$ cat src/rtl/data_mem_sync_if.sv
// Request/response bundle between the datapath and data_mem_sync.
// The requester drives the access fields; the memory returns load data, ready and the misalignment pulse.
interface data_mem_sync_if #(
    parameter int ADDR_W = 9
);
    logic              MemRead;
    logic              MemWrite;
    logic [ADDR_W-1:0] addr;
    logic [1:0]        size;
    logic              sign_ext;
    logic [31:0]       write_data;
    logic [31:0]       read_data;
    logic              read_valid;
    logic              ready;
    logic              misaligned;

    modport master (
        output MemRead, MemWrite, addr, size, sign_ext, write_data,
        input  read_data, read_valid, ready, misaligned
    );

    modport slave (
        input  MemRead, MemWrite, addr, size, sign_ext, write_data,
        output read_data, read_valid, ready, misaligned
    );
endinterface

$ cat src/rtl/data_mem_sync.sv
// Byte/half/word data memory: single-cycle writes, reads return after RD_LAT cycles.
// ready is low while a read is in flight; requests seen then are dropped, not queued.
module data_mem_sync #(
    parameter int DEPTH  = 128,
    parameter int ADDR_W = 9,
    parameter int RD_LAT = 1
) (
    input  logic           clk,
    input  logic           rst_n,
    data_mem_sync_if.slave bus
);
    localparam int IDX_W = $clog2(DEPTH);

    typedef enum logic {IDLE, BUSY} state_t;

    state_t           state, state_nxt;
    logic [1:0]       cnt, cnt_nxt;
    logic             accept;
    logic             aligned;
    logic             wr_go, rd_go, mis_go;
    logic [IDX_W-1:0] idx;
    logic [3:0]       be;
    logic [31:0]      wdat;
    logic [31:0]      cap_word;
    logic [1:0]       cap_off;
    logic [1:0]       cap_size;
    logic             cap_sext;
    logic [31:0]      rd_q;
    logic             mis_q;

    // Zeroed once at power-up only; reset deliberately leaves contents alone.
    logic [31:0] mem [DEPTH] = '{default: '0};

    function automatic logic [31:0] extend(input logic [31:0] w, input logic [1:0] off,
                                           input logic [1:0] sz, input logic se);
        logic [7:0]  b;
        logic [15:0] h;
        b = w[{off, 3'b000} +: 8];
        h = off[1] ? w[31:16] : w[15:0];
        case (sz)
            2'b00:   return se ? {{24{b[7]}}, b} : {24'h0, b};
            2'b01:   return se ? {{16{h[15]}}, h} : {16'h0, h};
            default: return w;
        endcase
    endfunction

    assign idx    = bus.addr[IDX_W+1:2];
    assign accept = (state == IDLE);

    always_comb begin
        aligned = 1'b1;
        case (bus.size)
            2'b00:   aligned = 1'b1;
            2'b01:   aligned = ~bus.addr[0];
            default: aligned = (bus.addr[1:0] == 2'b00);
        endcase
    end

    // A simultaneous read+write resolves to the write alone.
    assign wr_go  = accept & bus.MemWrite & aligned;
    assign rd_go  = accept & bus.MemRead & ~bus.MemWrite & aligned;
    assign mis_go = accept & (bus.MemRead | bus.MemWrite) & ~aligned;

    always_comb begin
        be   = 4'b1111;
        wdat = bus.write_data;
        case (bus.size)
            2'b00: begin
                be   = 4'b0001 << bus.addr[1:0];
                wdat = {4{bus.write_data[7:0]}};
            end
            2'b01: begin
                be   = bus.addr[1] ? 4'b1100 : 4'b0011;
                wdat = {2{bus.write_data[15:0]}};
            end
            default: begin
                be   = 4'b1111;
                wdat = bus.write_data;
            end
        endcase
    end

    always_ff @(posedge clk) begin
        for (int i = 0; i < 4; i++) begin
            if (wr_go && be[i]) mem[idx][8*i +: 8] <= wdat[8*i +: 8];
        end
    end

    always_ff @(posedge clk or negedge rst_n) begin
        if (!rst_n) begin
            state <= IDLE;
            cnt   <= 2'd0;
        end else begin
            state <= state_nxt;
            cnt   <= cnt_nxt;
        end
    end

    always_comb begin
        state_nxt      = state;
        cnt_nxt        = cnt;
        bus.ready      = 1'b0;
        bus.read_valid = 1'b0;
        case (state)
            IDLE: begin
                bus.ready = 1'b1;
                if (rd_go) begin
                    state_nxt = BUSY;
                    cnt_nxt   = 2'(RD_LAT - 1);
                end
            end
            BUSY: begin
                if (cnt == 2'd0) begin
                    bus.read_valid = 1'b1;
                    state_nxt      = IDLE;
                end else begin
                    cnt_nxt = cnt - 2'd1;
                end
            end
            default: state_nxt = IDLE;
        endcase
    end

    // Load data is registered on the edge that enters the read_valid cycle.
    always_ff @(posedge clk or negedge rst_n) begin
        if (!rst_n) begin
            cap_word <= 32'h0;
            cap_off  <= 2'b00;
            cap_size <= 2'b00;
            cap_sext <= 1'b0;
            rd_q     <= 32'h0;
            mis_q    <= 1'b0;
        end else begin
            mis_q <= mis_go;
            if (rd_go) begin
                cap_word <= mem[idx];
                cap_off  <= bus.addr[1:0];
                cap_size <= bus.size;
                cap_sext <= bus.sign_ext;
                if (RD_LAT == 1) rd_q <= extend(mem[idx], bus.addr[1:0], bus.size, bus.sign_ext);
            end
            if (state == BUSY && cnt == 2'd1) begin
                rd_q <= extend(cap_word, cap_off, cap_size, cap_sext);
            end
        end
    end

    assign bus.read_data  = rd_q;
    assign bus.misaligned = mis_q;
endmodule

$ cat src/flat_wrapper.sv
// flat-port wrapper written by rule: the top's interface ports become plain ports
module data_mem_sync_flat 
#(
    parameter int DEPTH  = 128,
    parameter int ADDR_W = 9,
    parameter int RD_LAT = 1
)
  (clk, rst_n, bus_MemRead, bus_MemWrite, bus_addr, bus_size, bus_sign_ext, bus_write_data, bus_read_data, bus_read_valid, bus_ready, bus_misaligned);
  data_mem_sync_if #(.ADDR_W(ADDR_W)) bus_i ();
  input  logic clk;
  input  logic rst_n;
  input wire logic [$bits(bus_i.MemRead)-1:0] bus_MemRead;
  input wire logic [$bits(bus_i.MemWrite)-1:0] bus_MemWrite;
  input wire logic [$bits(bus_i.addr)-1:0] bus_addr;
  input wire logic [$bits(bus_i.size)-1:0] bus_size;
  input wire logic [$bits(bus_i.sign_ext)-1:0] bus_sign_ext;
  input wire logic [$bits(bus_i.write_data)-1:0] bus_write_data;
  output wire logic [$bits(bus_i.read_data)-1:0] bus_read_data;
  output wire logic [$bits(bus_i.read_valid)-1:0] bus_read_valid;
  output wire logic [$bits(bus_i.ready)-1:0] bus_ready;
  output wire logic [$bits(bus_i.misaligned)-1:0] bus_misaligned;
  assign bus_i.MemRead = bus_MemRead;
  assign bus_i.MemWrite = bus_MemWrite;
  assign bus_i.addr = bus_addr;
  assign bus_i.size = bus_size;
  assign bus_i.sign_ext = bus_sign_ext;
  assign bus_i.write_data = bus_write_data;
  assign bus_read_data = bus_i.read_data;
  assign bus_read_valid = bus_i.read_valid;
  assign bus_ready = bus_i.ready;
  assign bus_misaligned = bus_i.misaligned;
  data_mem_sync #(.DEPTH(DEPTH), .ADDR_W(ADDR_W), .RD_LAT(RD_LAT)) u_core (.clk(clk), .rst_n(rst_n), .bus(bus_i));
endmodule
$ cat config.mk
export PLATFORM = sky130hd
export DESIGN_NAME = data_mem_sync_flat
export DESIGN_NICKNAME = d
export VERILOG_FILES = /design/src/rtl/data_mem_sync_if.sv /design/src/rtl/data_mem_sync.sv /design/src/flat_wrapper.sv
export SDC_FILE = /design/constraint.sdc
export NUM_CORES = 2
export LEC_CHECK = 0
export BUFFER_PORTS_ARGS = -buffer_cell sky130_fd_sc_hd__buf_2
export CAP_MARGIN = 20
export CORE_MARGIN = 5
export CORE_UTILIZATION = 40
export CTS_CLUSTER_DIAMETER = 50
export CTS_CLUSTER_SIZE = 40
export DETAILED_ROUTE_END_ITERATION = 7
export SKIP_LAST_GASP = 1
export SLEW_MARGIN = 30
export SYNTH_ARGS = -nofsm -noshare
export SYNTH_HDL_FRONTEND = slang
export SYNTH_SLANG_ARGS = --single-unit
$ cat constraint.sdc
create_clock -name clk -period 2.8 [get_ports clk]
set_clock_uncertainty 0.2 [all_clocks]
set_input_delay 0.28 -clock clk [delete_from_list [all_inputs] [get_ports clk]]
set_output_delay 0.28 -clock clk [all_outputs]
set_load 0.05 [all_outputs]
==> results.ini <==
[global_route]
track_usage_pct=30.3
grt_max_degree=129
grt.busiest_layer=met2
grt_pass1_wl_microns=895000
met3_usage_pct=9.17
use_met1_pct=39.6
antenna_found_initial=51
met2_usage_pct=44.7
grt_pass1_vias=106000
gr-total-overflow=0

[drt]
drt_iter0_markers=18400
via_count=110000
routedWlPerCell_microns=38.0
drc_errors=0
drtPass1Iterations=6
wl_microns=665000
ant_nets=0
via_per_inst=6.30

[worst_setup_path]
cp-start-kind=input port
crit_path_end_kind=flop
r2r-end=u_core.bus.read_data[25]$_DFFE_PN0P_
reg2reg_depth=12
cp_max_fo=22
worstReg2RegStart=u_core.mem[41][23]$_DFFE_PP_
r2r_slack_ns=-0.43
cp_data_required_time_ns=3.50
critPathArrivalTime_ns=3.95
critical_path_class=in -> reg

[floorplan]
ioPinCount=83
dieArea_sq_mm=0.426
fp.dieH_microns=653
die_width_microns=653
core-area_sq_mm=0.412
num_rows=236
initial_core_util_pct=40.1

[yosys]
syn_inst=9516
synth_top_area_cell=edfxtp_1
syn_area_sq_mm=0.165
yosysWarnings=0
yosys.cell_count.top_type=edfxtp_1
ys_ff_latch=4169
syn_area_per_cell_sq_um=17.4
syn_nets=9566
ys_top_cells_by_count=edfxtp_1, nor2_1, mux2i_1
yosysSeqAreaShare_pct=75.6
synth_top_area_share_pct=74.5
synth_edf_count=4096
yosysUniqueCellTypes=95
ys.flop_type=edfxtp_1
ys_top_cells_by_area=edfxtp_1, mux2i_1, mux4_2
synthArstFlopShare_pct=1.75

[timing]
max_freq_mhz=308
hold_viol=0
hold_slack_ns=0.0558
slew_violations=0
period_minus_slack_ns=3.25
rsz0062_at_grt=true
post-route-period-util_pct=116
tightest_slew_ns=1.03
worst_slack_ns=-0.450
relSlewSlack_pct=31.3
setup_viol=44

[placed_design]
place_ws_ns=-2.16
dp_hpwl_microns=464000
globalplace.congestion=1.01
portBuffers=82

[worst_hold_path]
hold_depth=4
hold_class=in -> reg
min_to=u_core.cap_size[1]$_DFFE_PN0P_
worstHoldStart=bus_size[1]

[cts]
numClockSinks=4169
cts_tree=done
cts.path.max_buffers=4
clk_pin_slew_ns=0.06
htree_levels=5
numCtsBuffers=436
clkLatencyLatePin_ns=1.01
cts_root_buf=clkbuf_16

[pwr]
p_per_area_mw_per_mm2=689
total_power_mw=145
irDropWorstVdd_mv=0.604
p_leak_nw=71.4

[layout]
area_growth_pct=27.5
regArea_sq_mm=0.125
nNetsFinal=11700
multi_input_area_sq_mm=0.0391
drive_above_1_share_pct=35.0
fill_cells=33400

[outcome]
status=finished with violations
violations=negative setup slack

[job]
maxCapViolCount=0

how the worst max path moves through the flow:
stage / end / start / slack, ns
final: u_core.bus.read_data[0]$_DFFE_PN0P_ / bus_addr[3] / -0.45
after global routing: u_core.bus.read_data[15]$_DFFE_PN0P_ / u_core.mem[41][23]$_DFFE_PP_ / -0.48
after CTS: u_core.bus.read_data[25]$_DFFE_PN0P_ / u_core.mem[21][15]$_DFFE_PP_ / -0.96
after detailed placement: u_core.bus.read_data[20]$_DFFE_PN0P_ / bus_addr[2] / -2.16
after global placement: u_core.bus.read_data[13]$_DFFE_PN0P_ / bus_addr[2] / -2.16
after floorplan: u_core.bus.read_data[10]$_DFFE_PN0P_ / bus_addr[4] / -0.31
worst max-delay path, stage by stage:
cell and delay (ns):
buf_12 0.22, buf_12 0.18, buf_12 0.15, buf_12 0.12
buf_4 0.22, mux2_2 0.36, a221oi_1 0.45, o22ai_2 0.26
a22oi_1 0.21, nand4_1 0.26, or4_4 0.62, mux2i_1 0.20
o221a_2 0.21, a21boi_1 0.06
placed cells by master, fill, tap and decap left out, types with 249 or more instances in the layout:
| cell | count |
|---|---|
| edfxtp_1 | 4096 |
| buf_12 | 490 |
| buf_4 | 1706 |
| mux4_2 | 252 |
| nor2_1 | 520 |
| a22oi_1 | 249 |
| a21oi_1 | 252 |
| nand2_1 | 471 |
| mux2_2 | 323 |
| mux2i_1 | 578 |
| clkbuf_16 | 445 |
| a221oi_1 | 398 |
where the power goes:
group	internal [mW]	switching, mW
clock	34.1	28.5
sequential	69.2	0.365
combinational	4.33	8.59
total	108	37.5
state kept, by name, indices dropped and copies added, names as in the netlist:
| name | flops |
|---|---|
| u_core.mem | 4096 |
| u_core.bus.read_data | 32 |
| u_core.cap_word | 32 |
| u_core.cap_off | 2 |
| u_core.cap_size | 2 |
| u_core.cnt | 2 |
| u_core.bus.misaligned | 1 |
| u_core.cap_sext | 1 |
| u_core.state | 1 |
per-stage QoR:
step | instance area, sq um | utilization, % | std cells | setup TNS [ns]
after floorplan | 166000 | - | 9516 | -622.37
after global placement | 193000 | 46.7 | 16600 | -1272.94
after detailed placement | 193000 | 46.7 | 16600 | -1098.79
after CTS | 210000 | 50.9 | 17400 | -25.45
after global routing | 211000 | 51.1 | 17500 | -14.65
final | 211000 | 51.1 | 17500 | -13.25
what timing repair did:
item / in CTS / in global routing
setup endpoints to repair: 56 / 59
setup buffers: 12 / 9
pin swaps: 69 / 82
hold buffers: 52 / 0
resized for setup: 195 / 140
gates cloned: 1 / 0
endpoints found under the hold margin: 2490 / 0
cell type report:
class	instances	area share [%]
well taps	5474	3.25
diodes	39	0.0463
repair buffers	2350	11.3
clock buffers	455	5.30
multi-input cells	4622	18.6
inverters	22	0.0493
clock inverters	362	2.17
flip-flops and latches	4169	59.3
logic make-up after synthesis:
logic type                 count (synthesis)  share of synthesized area (%)
buffers and inverters                    725                           2.44
DFF                                     4169                           75.6
adders and majority gates                  2                         0.0152
AOI/OAI and AO/OA                       1967                           8.80
xor gates and xnor gates                   3                         0.0159
and+or+nand+nor                         1455                           3.71
muxes                                   1195                           9.44
layer usage:
metal  share of wire [%]  routed length (microns)
met1                  35                   235000
met2                  44                   290000
met3                  14                    91900
met4                 7.2                    47900
met5               0.043                      287
(Power assumes the default switching activity.)
